<file path="src/rtl/exe_mem_reg_pkg.sv">
// -----------------------------------------------------------------------------
// exe_mem_reg_pkg
// Shared core types for the execute/memory pipeline boundary.
//   flags_t     : architectural status vector {Z,C,N,V}
//   FLAG_*      : bit positions inside flags_t
//   mem_ctrl_t  : memory-stage control bundle {wb_en, mem_r_en, mem_w_en}
//   gate_ctrl() : qualifies a control bundle with its valid bit and resolves
//                 the illegal read+write combination in favour of the read
// -----------------------------------------------------------------------------
package exe_mem_reg_pkg;

    localparam int DATA_W = 32;
    localparam int REG_W  = 4;
    localparam int FLAG_W = 4;

    localparam int FLAG_Z = 3;
    localparam int FLAG_C = 2;
    localparam int FLAG_N = 1;
    localparam int FLAG_V = 0;

    typedef logic [FLAG_W-1:0] flags_t;

    typedef struct packed {
        logic wb_en;
        logic mem_r_en;
        logic mem_w_en;
    } mem_ctrl_t;

    // A bubble never carries live control; a read+write request degrades to a
    // read so the memory stage never sees both strobes at once.
    function automatic mem_ctrl_t gate_ctrl(input mem_ctrl_t c, input logic v);
        mem_ctrl_t g;
        g.wb_en    = c.wb_en & v;
        g.mem_r_en = c.mem_r_en & v;
        g.mem_w_en = c.mem_w_en & v & ~c.mem_r_en;
        return g;
    endfunction

endpackage

</file>
<file path="src/rtl/exe_mem_reg_if.sv">
// -----------------------------------------------------------------------------
// exe_mem_reg_if
// Bundle between the execute stage and the exe/mem pipeline register.
//   master : execute side (drives pipeline controls and execute results,
//            observes the memory-stage outputs and status)
//   slave  : the exe_mem_reg block itself
// Signals:
//   freeze, flush, exe_valid, alu_result, sr_in, s_bit, st_val, dest,
//   wb_en, mem_r_en, mem_w_en                         (execute -> register)
//   mem_valid, mem_alu_result, mem_st_val, mem_dest,
//   mem_wb_en, mem_mem_r_en, mem_mem_w_en, status     (register -> memory)
//   fwd_valid, fwd_dest, fwd_value                    (only with FWD_EN)
// -----------------------------------------------------------------------------
interface exe_mem_reg_if;
    import exe_mem_reg_pkg::*;

    logic              freeze;
    logic              flush;
    logic              exe_valid;
    logic [DATA_W-1:0] alu_result;
    flags_t            sr_in;
    logic              s_bit;
    logic [DATA_W-1:0] st_val;
    logic [REG_W-1:0]  dest;
    logic              wb_en;
    logic              mem_r_en;
    logic              mem_w_en;

    logic              mem_valid;
    logic [DATA_W-1:0] mem_alu_result;
    logic [DATA_W-1:0] mem_st_val;
    logic [REG_W-1:0]  mem_dest;
    logic              mem_wb_en;
    logic              mem_mem_r_en;
    logic              mem_mem_w_en;
    flags_t            status;

`ifdef FWD_EN
    logic              fwd_valid;
    logic [REG_W-1:0]  fwd_dest;
    logic [DATA_W-1:0] fwd_value;
`endif

    modport master (
`ifdef FWD_EN
        input  fwd_valid, fwd_dest, fwd_value,
`endif
        output freeze, flush, exe_valid, alu_result, sr_in, s_bit, st_val,
               dest, wb_en, mem_r_en, mem_w_en,
        input  mem_valid, mem_alu_result, mem_st_val, mem_dest, mem_wb_en,
               mem_mem_r_en, mem_mem_w_en, status
    );

    modport slave (
`ifdef FWD_EN
        output fwd_valid, fwd_dest, fwd_value,
`endif
        input  freeze, flush, exe_valid, alu_result, sr_in, s_bit, st_val,
               dest, wb_en, mem_r_en, mem_w_en,
        output mem_valid, mem_alu_result, mem_st_val, mem_dest, mem_wb_en,
               mem_mem_r_en, mem_mem_w_en, status
    );

endinterface

</file>
<file path="src/rtl/exe_mem_reg_status_reg.sv">
// -----------------------------------------------------------------------------
// status_reg
// Architectural status register {Z,C,N,V} with a write enable.
//   clk : core clock
//   rst : synchronous active-high reset, clears the flags
//   we  : load d on the next rising edge
//   d   : incoming flags
//   q   : current architectural flags
// -----------------------------------------------------------------------------
module status_reg
    import exe_mem_reg_pkg::*;
(
    input  logic   clk,
    input  logic   rst,
    input  logic   we,
    input  flags_t d,
    output flags_t q
);

    always_ff @(posedge clk) begin
        if (rst) begin
            q <= '0;
        end else if (we) begin
            q <= d;
        end
    end

endmodule

</file>
<file path="src/rtl/exe_mem_reg.sv">
// -----------------------------------------------------------------------------
// exe_mem_reg
// Execute -> memory pipeline boundary of the ARM core. Registers the ALU
// result, store data, destination and memory control, and owns the
// architectural status flags updated by S-suffixed instructions.
// Ports:
//   clk : core clock, rising edge
//   rst : synchronous active-high reset
//   bus : exe_mem_reg_if.slave (see interface file for the signal list)
// Per-edge priority: rst > freeze > flush > normal capture.
// Optional feature macro: FWD_EN adds the fwd_valid/fwd_dest/fwd_value taps
// (ALU results only; load results are never forwarded from here).
// -----------------------------------------------------------------------------
module exe_mem_reg
    import exe_mem_reg_pkg::*;
(
    input  logic          clk,
    input  logic          rst,
    exe_mem_reg_if.slave  bus
);

    logic              vld_p1;
    logic [DATA_W-1:0] alu_result_p1;
    logic [DATA_W-1:0] st_val_p1;
    logic [REG_W-1:0]  dest_p1;
    mem_ctrl_t         ctrl_p1;
    mem_ctrl_t         ctrl_p0;
    logic              status_we_p0;

    assign ctrl_p0 = '{wb_en:    bus.wb_en,
                       mem_r_en: bus.mem_r_en,
                       mem_w_en: bus.mem_w_en};

    // Flags retire only with a real, unstalled, unflushed S instruction.
    assign status_we_p0 = bus.exe_valid & bus.s_bit & ~bus.freeze & ~bus.flush;

    // ---- execute -> memory stage boundary ----
    always_ff @(posedge clk) begin
        if (rst) begin
            vld_p1        <= 1'b0;
            ctrl_p1       <= '0;
            alu_result_p1 <= '0;
            st_val_p1     <= '0;
            dest_p1       <= '0;
        end else if (!bus.freeze) begin
            vld_p1        <= bus.exe_valid & ~bus.flush;
            ctrl_p1       <= gate_ctrl(ctrl_p0, bus.exe_valid & ~bus.flush);
            // Data is don't-care under a bubble, so it is captured regardless.
            alu_result_p1 <= bus.alu_result;
            st_val_p1     <= bus.st_val;
            dest_p1       <= bus.dest;
        end
    end

    status_reg u_status_reg (
        .clk (clk),
        .rst (rst),
        .we  (status_we_p0),
        .d   (bus.sr_in),
        .q   (bus.status)
    );

    assign bus.mem_valid      = vld_p1;
    assign bus.mem_alu_result = alu_result_p1;
    assign bus.mem_st_val     = st_val_p1;
    assign bus.mem_dest       = dest_p1;
    assign bus.mem_wb_en      = ctrl_p1.wb_en;
    assign bus.mem_mem_r_en   = ctrl_p1.mem_r_en;
    assign bus.mem_mem_w_en   = ctrl_p1.mem_w_en;

`ifdef FWD_EN
    assign bus.fwd_valid = vld_p1 & ctrl_p1.wb_en & ~ctrl_p1.mem_r_en;
    assign bus.fwd_dest  = dest_p1;
    assign bus.fwd_value = alu_result_p1;
`endif

endmodule

</file>
<file path="src/flat_wrapper.sv">
// flat-port wrapper written by rule: the top's interface ports become plain ports
module exe_mem_reg_flat import exe_mem_reg_pkg::*;
  (clk, rst, bus_freeze, bus_flush, bus_exe_valid, bus_alu_result, bus_sr_in, bus_s_bit, bus_st_val, bus_dest, bus_wb_en, bus_mem_r_en, bus_mem_w_en, bus_mem_valid, bus_mem_alu_result, bus_mem_st_val, bus_mem_dest, bus_mem_wb_en, bus_mem_mem_r_en, bus_mem_mem_w_en, bus_status);
  exe_mem_reg_if bus_i ();
  input  logic clk;
  input  logic rst;
  input wire logic [$bits(bus_i.freeze)-1:0] bus_freeze;
  input wire logic [$bits(bus_i.flush)-1:0] bus_flush;
  input wire logic [$bits(bus_i.exe_valid)-1:0] bus_exe_valid;
  input wire logic [$bits(bus_i.alu_result)-1:0] bus_alu_result;
  input wire logic [$bits(bus_i.sr_in)-1:0] bus_sr_in;
  input wire logic [$bits(bus_i.s_bit)-1:0] bus_s_bit;
  input wire logic [$bits(bus_i.st_val)-1:0] bus_st_val;
  input wire logic [$bits(bus_i.dest)-1:0] bus_dest;
  input wire logic [$bits(bus_i.wb_en)-1:0] bus_wb_en;
  input wire logic [$bits(bus_i.mem_r_en)-1:0] bus_mem_r_en;
  input wire logic [$bits(bus_i.mem_w_en)-1:0] bus_mem_w_en;
  output wire logic [$bits(bus_i.mem_valid)-1:0] bus_mem_valid;
  output wire logic [$bits(bus_i.mem_alu_result)-1:0] bus_mem_alu_result;
  output wire logic [$bits(bus_i.mem_st_val)-1:0] bus_mem_st_val;
  output wire logic [$bits(bus_i.mem_dest)-1:0] bus_mem_dest;
  output wire logic [$bits(bus_i.mem_wb_en)-1:0] bus_mem_wb_en;
  output wire logic [$bits(bus_i.mem_mem_r_en)-1:0] bus_mem_mem_r_en;
  output wire logic [$bits(bus_i.mem_mem_w_en)-1:0] bus_mem_mem_w_en;
  output wire logic [$bits(bus_i.status)-1:0] bus_status;
  assign bus_i.freeze = bus_freeze;
  assign bus_i.flush = bus_flush;
  assign bus_i.exe_valid = bus_exe_valid;
  assign bus_i.alu_result = bus_alu_result;
  assign bus_i.sr_in = bus_sr_in;
  assign bus_i.s_bit = bus_s_bit;
  assign bus_i.st_val = bus_st_val;
  assign bus_i.dest = bus_dest;
  assign bus_i.wb_en = bus_wb_en;
  assign bus_i.mem_r_en = bus_mem_r_en;
  assign bus_i.mem_w_en = bus_mem_w_en;
  assign bus_mem_valid = bus_i.mem_valid;
  assign bus_mem_alu_result = bus_i.mem_alu_result;
  assign bus_mem_st_val = bus_i.mem_st_val;
  assign bus_mem_dest = bus_i.mem_dest;
  assign bus_mem_wb_en = bus_i.mem_wb_en;
  assign bus_mem_mem_r_en = bus_i.mem_mem_r_en;
  assign bus_mem_mem_w_en = bus_i.mem_mem_w_en;
  assign bus_status = bus_i.status;
  exe_mem_reg u_core (.clk(clk), .rst(rst), .bus(bus_i));
endmodule
</file>
<file path="config.mk">
export PLATFORM = sky130hd
export DESIGN_NAME = exe_mem_reg_flat
export DESIGN_NICKNAME = d
export VERILOG_FILES = /design/src/rtl/exe_mem_reg_pkg.sv /design/src/rtl/exe_mem_reg_if.sv /design/src/rtl/exe_mem_reg_status_reg.sv /design/src/rtl/exe_mem_reg.sv /design/src/flat_wrapper.sv
export SDC_FILE = /design/constraint.sdc
export NUM_CORES = 1
export LEC_CHECK = 0
export BUFFER_PORTS_ARGS = -buffer_cell sky130_fd_sc_hd__buf_2
export CORE_MARGIN = 8
export CORE_UTILIZATION = 43
export DETAILED_ROUTE_END_ITERATION = 10
export PLACE_DENSITY = 0.79
export SETUP_SLACK_MARGIN = 0.4
export SLEW_MARGIN = 40
export SYNTH_ARGS = -nofsm -noshare
export SYNTH_HDL_FRONTEND = slang
export SYNTH_SLANG_ARGS = --single-unit
export TNS_END_PERCENT = 50
</file>
<file path="constraint.sdc">
create_clock -name clk -period 1.2 [get_ports clk]
set_clock_uncertainty 0.2 [all_clocks]
set_input_delay 0 -clock clk [delete_from_list [all_inputs] [get_ports clk]]
set_output_delay 0 -clock clk [all_outputs]
set_load 0.1 [all_outputs]
</file>
Word-level counts from Yosys, hierarchy flattened
Index checks and enable logic that the tools add are counted.
{ "word_totals": {"in_bits": 81, "regBits": 76, "word_cells": 19} }
{ "classes": {"bitwise": 11} }
{ "ops": {"columns": ["op", "n"], "rows": [
  ["$and 1x1->1", 8],
  ["$not 1->1", 3]
]} }

Longest topological paths before layout
Gate-level depths: netlist of run 1.
{ "logic_depth": {"word_depth": 4, "ltp_mapped": 4, "depth_no_buf": 2} }

Cells and area by module
From an unflattened synthesis of run 1, not the netlist that was laid out.
{ "hier_totals": {"cells_unflattened": 251, "hier_area_um2": 2712.6} }
{ "modules_own_cells": {"columns": ["module", "area_per_inst_um2", "cells_per_inst", "n_inst", "seq_area_each_um2"], "rows": [
  ["exe_mem_reg", 2572.5, 238, 1, 1441.4],
  ["status_reg", 140.1, 13, 1, 80.1]
]} }

Worst setup path before layout of run 1
Ideal clock, no wire load.
{ "synth_timing": {"path_type": "register to register", "from": "reg u_core.bus.mem_mem_w_en (netlist name)", "to": "reg u_core.ctrl_p1, in the netlist u_core.bus.mem_mem_w_en", "path_stages_with_launch": 3, "slack_ns": -0.290, "t_arrival_ns": 1.202, "setup_time_ns": 0.088, "synth_period_minus_slack_ns": 1.490, "cell_sequence": "dfxtp_1 > nand2_1 > o32ai_2"} }
{ "synth_rtl": {"columns": ["element", "line", "text"], "rows": [
  ["to (signal assigned)", "exe_mem_reg.sv:47", "ctrl_p1 <= gate_ctrl(ctrl_p0, bus.exe_valid & ~bus.flush);"],
  ["to (decl)", "exe_mem_reg.sv:26", "mem_ctrl_t ctrl_p1;"]
]} }

==> results of run 1 <==
==> cell type report <==
cell class	count	area [sq um]	area share
Clock inverter	6	55.1	0.00941
Timing Repair Buffer	227	2640	0.451
Multi-Input combinational cell	161	1120	0.192
Clock buffer	10	128	0.0218
Sequential cell	76	1800	0.309
Inverter	1	3.75	0.000642
Tap cell	77	96.3	0.0165
==> metal layers <==
layer / vias to the layer above / part of all wire
li1: 1300 / -
met1: 1344 / 0.32
met2: 165 / 0.54
met3: 53 / 0.079
met4: 0 / 0.057
met5: - / 0
==> state kept, by name, summed over array words and instances (netlist names) <==
register and flops:
u_core.bus.mem_alu_result 32, u_core.bus.mem_st_val 32, u_core.bus.mem_dest 4, u_core.u_status_reg.q 4, u_core.bus.mem_mem_r_en 1, u_core.bus.mem_mem_w_en 1, u_core.bus.mem_valid 1, u_core.bus.mem_wb_en 1
==> worst reg2reg max path, cell delays in order, from the launching register on <==
cell	delay, ns
dfxtp_4	0.36
buf_4	0.14
mux2i_1	0.29
nor2_1	0.08
==> cell families after synthesis <==
group | Yosys count
DFF | 76
AOI/OAI and AO/OA | 4
buffers and inverters | 18
muxes | 72
and+or+nand+nor | 85
==> worst max path at each step <==
stage	to	from
after floorplan	u_core.bus.mem_mem_w_en$_SDFFE_PP0N_	u_core.bus.mem_mem_w_en$_SDFFE_PP0N_
after global placement	u_core.bus.mem_mem_w_en$_SDFFE_PP0N_	bus_freeze
after detailed placement	u_core.bus.mem_mem_w_en$_SDFFE_PP0N_	bus_freeze
after CTS	bus_mem_alu_result[27]	u_core.bus.mem_alu_result[27]$_SDFFE_PP0N_
after global routing	u_core.bus.mem_st_val[28]$_SDFFE_PP0N_	u_core.bus.mem_st_val[28]$_SDFFE_PP0N_
final	u_core.bus.mem_st_val[28]$_SDFFE_PP0N_	u_core.bus.mem_st_val[28]$_SDFFE_PP0N_
==> layout by cell type, fill, tap and decap left out, drive strengths merged, types with 2 or more instances in the layout <==
master / Yosys / layout
nand2: 4 / 4
dlygate4sd3: 0 / 52
a21oi: 3 / 3
nand4bb: 2 / 2
buf: 16 / 175
clkbuf: 1 / 10
nor2: 68 / 68
mux2i: 72 / 72
nand2b: 8 / 8
dfxtp: 76 / 76
clkinv: 0 / 5
==> repair_timing <==
| action | in CTS | in global routing |
|---|---|---|
| setup buffers | 6 | 7 |
| setup endpoints to repair | 150 | 152 |
| hold buffers | 51 | 1 |
| hold endpoints to repair | 76 | 56 |
==> report_power, final <==
part	internal (mW)	leakage (nW)	switching [mW]
Combinational	0.931	1.87	1.42
Clock	0.943	0.0996	0.937
Sequential	2.60	0.677	0.161
Total	4.47	2.65	2.52
==> impl_metrics.csv, run 1 <==
group,metric,value,unit
min_path,holdPathEnd,"u_core.bus.mem_st_val[29]$_SDFFE_PP0N_",
timing,fin_ws,0.00476,ns
floorplanning,start_util,0.438,
timing,grt_setup_unrepaired,"true",
route,routed_wirelength,12000,um
floorplanning,num_io_pins,157,
grt,grt-ovfl-total,0,
setup_path,critPathMaxFanout,2,
synth,synth_flop_cell,"dfxtp_1",
clock_tree,cts_tree,"done",
floorplanning,coreArea,6280,sq um
setup_path,reg2reg_to,"u_core.bus.mem_st_val[28]$_SDFFE_PP0N_",
timing,period_minus_slack,1.20,ns
clock_tree,numCtsBuffers,9,
grt,grt_pass1_vias,3180,
route,dr_total_vias,2862,
setup_path,cp.required,1.24,ns
setup_path,crit_family,"flip-flops",
synth,synth_fa_ha_area_frac,0,
route,drtIter0Drc,107,
route,dr.pass1.iters,5,
grt,antenna_found_initial,0,
floorplanning,num_rows,29,
setup_path,endpoint_kind,"flop",
synth,yosysTopAreaCell,"dfxtp_1",
placement,place_area,5050,sq um
route,route.detailed.wl_per_inst,21.6,um
synth,synth_cell_types,16,
clock_tree,clockBufferDepth,2,
synth,synth-xor-area-share,0,
synth,ys_top_cells_by_area,"dfxtp_1 (55%), mux2i_1 (26%), nor2_1 (9.3%), buf_4 (2.2%), nand2b_1 (1.8%)",
synth,synth_edf_count,0,
timing,post-route-period-util,0.996,
power,power.density,1200,nW/um^2
flow_run,cap_violations,0,
setup_path,crit_path_cell_trace,"buf_4 > mux2i_1 > nor2_1",
timing,hold_ws,-0.296,ns
synth,synthCells,255,
placement,place_inst,477,
power,p_leak,2.65,nW
synth,synth_top_area_frac,0.554,
power,ir_drop,0.00132,V
min_path,min_path_type,"in2reg",
setup_path,worst_r2r_path_depth,3,
cells_and_area,nFillCells,201,
timing,worstMarginPinSlew,0.452,ns
setup_path,r2r_start,"u_core.bus.mem_st_val[28]$_SDFFE_PP0N_",
clock_tree,cts-resized-gates,0,
run_status,violations,"negative hold slack",
synth,synth_top_family_by_area,"multiplexers",
timing,relSlewSlack,0.694,
floorplanning,die_area,9200,sq um
grt,grt_use_met1,0.218,
clock_tree,cts_htree_levels,3,
synth,synthMuxAreaShare,0.262,
grt,grt_pass1_wl,16400,um
synth,ys_ff_latch,76,
setup_path,crit_buf_inv,1,
cells_and_area,area_delta_synth_final,113,%
synth,synth_compound_area_frac,0.0114,
timing,setup_tns,0,ns
synth,synth_most_common_cell,"dfxtp_1",
floorplanning,die_width,95.9,um
timing,max_freq,837,MHz
grt,grt_max_degree,81,
setup_path,crit_path_max_incr_delay,0.36,ns
clock_tree,clockRootBuffer,"clkbuf_8",
cells_and_area,finalNetCount,557,
timing,final-setup-viol-count,0,
synth,syn-num-nets,336,
clock_tree,clock-sinks,76,
cells_and_area,antennaDiodeCount,0,
setup_path,r2r_setup_slack,0.005,ns
setup_path,critical_path_depth,3,
cells_and_area,drive_gt1_frac,0.555,
synth,synth.yosys.seq_area_share,0.554,
setup_path,crit_arrival,1.23,ns
cells_and_area,fin_util,0.932,
grt,grt.total_usage,0.239,
synth,synthArstFlopShare,0,
synth,syn-cell-area,2750,sq um
power,finalPower,7.00,mW
clock_tree,insertion_delay,0.35,ns
min_path,worstHoldStart,"bus_st_val[29]",
synth,synthTopCellsByCount,"dfxtp_1 (76), mux2i_1 (72), nor2_1 (68), buf_4 (8), nand2b_1 (8)",
grt,top_usage_layer,"met2",
run_status,status,"finished with violations",
placement,numPortBuffers,156,
synth,ys_warn_count,0,
cells_and_area,design_area,5850,sq um
placement,dpl.hpwl,6730,um
grt,met3_usage,0.0780,
cells_and_area,final_cell_count_no_fill,558,
setup_path,worstSetupPathType,"reg2reg",
min_path,holdPathStages,3,
grt,grt_use_met2,0.450,
setup_path,slowest_stage,"dfxtp_4",
route,drcViolationCount,0,
synth,syn_area_per_cell,10.8,sq um
route,viasPerCell,5.13,
route,ant_nets,0,
timing,drv_slew,0,
synth,yosys.area_share.simple,0.135,
floorplanning,die_y,95.9,um
setup_path,startpoint_type,"flop",
timing,hold_viol,66,
clock_tree,clk_pin_slew,0.08,ns
placement,place_congestion,0.700,
placement,place_ws,0.0254,ns
(Power assumes the default switching activity.)
==> inputs of run 2 (changes only) <==
- BUFFER_PORTS_ARGS: -buffer_cell sky130_fd_sc_hd__buf_2 -> unset
- CORE_UTILIZATION: 43 -> 61
- DONT_BUFFER_PORTS: unset -> 1
- PLACE_DENSITY: 0.79 -> 0.77
==> impl_metrics.csv, run 2 <==
group,metric,value,unit
synth,synth_edf_count,0,
synth,syn-cell-area,2750,sq um
synth,yosysTopAreaCell,"dfxtp_1",
clock_tree,clock-sinks,76,
floorplanning,num_io_pins,157,
synth,synth_cell_types,16,
placement,place_area,3570,sq um
floorplanning,start_util,0.631,
placement,place_ws,0.148,ns
floorplanning,num_rows,24,
clock_tree,clockBufferDepth,2,
synth,ys_warn_count,0,
synth,synth.yosys.seq_area_share,0.554,
synth,synthCells,255,
run_status,status,"did not finish",
clock_tree,clockRootBuffer,"clkbuf_8",
placement,dpl.hpwl,5750,um
placement,place_congestion,0.706,
run_status,stop_stage,"clock tree synthesis",
floorplanning,die_y,83.1,um
synth,synth_top_area_frac,0.554,
synth,synth_flop_cell,"dfxtp_1",
synth,ys_top_cells_by_area,"dfxtp_1 (55%), mux2i_1 (26%), nor2_1 (9.3%), buf_4 (2.2%), nand2b_1 (1.8%)",
clock_tree,numCtsBuffers,9,
clock_tree,cts_htree_levels,3,
synth,ys_ff_latch,76,
run_status,error,"[ERROR DPL-0038] Utilization greater than 100%, impossible to legalize",
clock_tree,ctsHoldBuffers,4,
synth,syn-num-nets,336,
synth,syn_area_per_cell,10.8,sq um
floorplanning,die_width,83.1,um
clock_tree,cts-resized-gates,225,
synth,synthArstFlopShare,0,
clock_tree,cts_setup_buffers,4,
placement,numPortBuffers,0,
synth,synthTopCellsByCount,"dfxtp_1 (76), mux2i_1 (72), nor2_1 (68), buf_4 (8), nand2b_1 (8)",
synth,synth_most_common_cell,"dfxtp_1",
-- run 2: per-stage QoR --
step | std cells | utilization
2_1_floorplan | 255 | -
3_3_place_gp | 367 | 0.821
3_5_place_dp | 367 | 0.821
-- run 2: cell families after synthesis --
logic type / Yosys count / synth area share
multiplexers: 72 / 0.262
flip-flops: 76 / 0.554
AND/OR/NAND/NOR: 85 / 0.135
buffers and inverters: 18 / 0.0369
AO/OA/AOI/OAI: 4 / 0.0114
==> inputs of run 3 (changes only) <==
- CORE_UTILIZATION: 61 -> 40
- PLACE_DENSITY: 0.77 -> unset
- PLACE_DENSITY_LB_ADDON: unset -> 0.15
- SETUP_SLACK_MARGIN: 0.4 -> unset
==> impl_metrics.csv, run 3 (synthesized netlist as in run 1, its figures left out) <==
group,metric,value,unit
placement,place_congestion,0.665,
grt,grt.total_usage,0.135,
clock_tree,cts_htree_levels,3,
setup_path,slowest_stage,"dlygate4sd3_1",
floorplanning,die_width,98.9,um
clock_tree,clock-sinks,76,
setup_path,worst_r2r_path_depth,2,
placement,numPortBuffers,0,
timing,max_freq,849,MHz
setup_path,crit_path_cell_trace,"dlygate4sd3_1 > nand2b_1 > dlygate4sd3_1 > mux2i_1",
setup_path,crit_top_cell,"dlygate4sd3_1",
run_status,status,"finished with violations",
cells_and_area,finalNetCount,413,
power,ir_drop,0.000715,V
route,dr_total_vias,2005,
floorplanning,num_io_pins,157,
setup_path,r2r_start,"u_core.bus.mem_st_val[14]$_SDFFE_PP0N_",
clock_tree,cts_tree,"done",
route,drcViolationCount,0,
setup_path,r2r_setup_slack,0.36,ns
grt,grt_max_degree,82,
setup_path,crit_arrival,1.21,ns
power,power.density,1620,nW/um^2
clock_tree,numCtsBuffers,9,
clock_tree,clk_pin_slew,0.08,ns
min_path,min_path_type,"in2reg",
setup_path,reg2reg_to,"u_core.bus.mem_st_val[14]$_SDFFE_PP0N_",
setup_path,cp-startpoint,"bus_sr_in[3]",
floorplanning,start_util,0.409,
timing,period_minus_slack,1.18,ns
flow_run,cap_violations,0,
placement,place_inst,395,
timing,hold_ws,-0.468,ns
grt,antenna_found_initial,0,
setup_path,cp.required,1.23,ns
grt,grt_pass1_wl,10400,um
setup_path,endpoint_kind,"flop",
timing,final-setup-viol-count,0,
placement,dpl.hpwl,4720,um
cells_and_area,antennaDiodeCount,0,
setup_path,worstSetupPathType,"in2reg",
cells_and_area,final_cell_mix,"mux2i_1 (72), nor2_1 (68), buf_6 (54)",
setup_path,critPathMaxFanout,1,
grt,grt_pass1_vias,2064,
setup_path,startpoint_type,"input pin",
floorplanning,die_area,9770,sq um
power,finalPower,6.20,mW
route,viasPerCell,4.82,
clock_tree,clockBufferDepth,2,
timing,hold_viol,76,
run_status,violations,"negative hold slack",
floorplanning,coreArea,6720,sq um
cells_and_area,drive_gt1_frac,0.390,
route,dr.pass1.iters,4,
clock_tree,clockRootBuffer,"clkbuf_8",
timing,post-route-period-util,0.982,
route,routed_wirelength,6770,um
floorplanning,num_rows,30,
clock_tree,ctsHoldBuffers,8,
cells_and_area,mostFrequentLayoutCell,"mux2i_1",
grt,grt-ovfl-total,0,
cells_and_area,area_delta_synth_final,39.7,%
cells_and_area,nFillCells,610,
power,p_leak,1.80,nW
route,ant_nets,0,
setup_path,crit_path_max_incr_delay,0.54,ns
floorplanning,die_y,98.9,um
cells_and_area,final_cell_count_no_fill,416,
timing,worstMarginPinSlew,0.267,ns
route,drtIter0Drc,51,
route,route.detailed.wl_per_inst,16.3,um
clock_tree,insertion_delay,0.33,ns
timing,drv_slew,0,
setup_path,endpoint,"u_core.u_status_reg.q[3]$_SDFFE_PP0P_",
timing,relSlewSlack,0.819,
==> run 3: cell type report <==
class / count / area [sq um] / share of cell area
repair buffers: 83 / 851 / 0.222
inverters: 1 / 3.75 / 0.000978
multi-input cells: 161 / 1120 / 0.293
clock buffers: 10 / 138 / 0.0359
well taps: 80 / 100 / 0.0261
flip-flops and latches: 76 / 1570 / 0.409
clock inverters: 5 / 52.6 / 0.0137
==> run 3: layer usage <==
layer,global-route usage,vias to the layer above,share of wire
li1,-,998,-
met1,0.143,898,0.41
met2,0.203,99,0.45
met3,0.0895,10,0.13
met4,0.0649,0,0.015
met5,0,-,0
==> run 3: critical path: cells and delay by family <==
| kind | cells | cell delay [ns] |
|---|---|---|
| AND/OR/NAND/NOR | 1 | 0.07 |
| buffers and inverters | 2 | 1.07 |
| multiplexers | 1 | 0.06 |
==> run 3: per-stage QoR <==
| stage | TNS (ns) | instance area (sq um) | util | worst slack, ns |
|---|---|---|---|---|
| global placement | 0 | 3370 | 0.502 | 0.178 |
| floorplan | -9.43 | 2790 | - | -0.253 |
| global route | -0.0106 | 3840 | 0.571 | -0.0106 |
| finish | 0 | 3840 | 0.571 | 0.0222 |
| detailed placement | 0 | 3370 | 0.502 | 0.162 |
| CTS | 0 | 3670 | 0.546 | 0.000430 |
==> run 3: how the worst min path moves through the flow <==
stage | cells after the start | startpoint | slack, ns | end
detailed placement | 1 | rst | -0.13 | u_core.bus.mem_alu_result[0]$_SDFFE_PP0N_
global placement | 1 | rst | -0.12 | u_core.bus.mem_dest[0]$_SDFFE_PP0N_
floorplan | 1 | bus_flush | -0.09 | u_core.bus.mem_mem_w_en$_SDFFE_PP0N_
global route | 1 | rst | -0.52 | u_core.bus.mem_alu_result[2]$_SDFFE_PP0N_
CTS | 1 | rst | -0.50 | u_core.bus.mem_alu_result[0]$_SDFFE_PP0N_
finish | 1 | rst | -0.47 | u_core.bus.mem_alu_result[4]$_SDFFE_PP0N_
==> run 3: power breakdown <==
part,leakage (nW),internal [mW],switching (mW),total [mW]
Combinational,1.06,0.401,1.16,1.56
Sequential,0.640,2.68,0.0880,2.77
Clock,0.0979,0.995,0.878,1.87
Total,1.80,4.07,2.13,6.20
==> run 3: timing repair <==
item,4_1_cts,5_1_grt
pin swaps,0,0
resized for setup,7,50
setup buffers,0,0
endpoints found under the hold margin,76,76
endpoints found under the setup margin,7,52
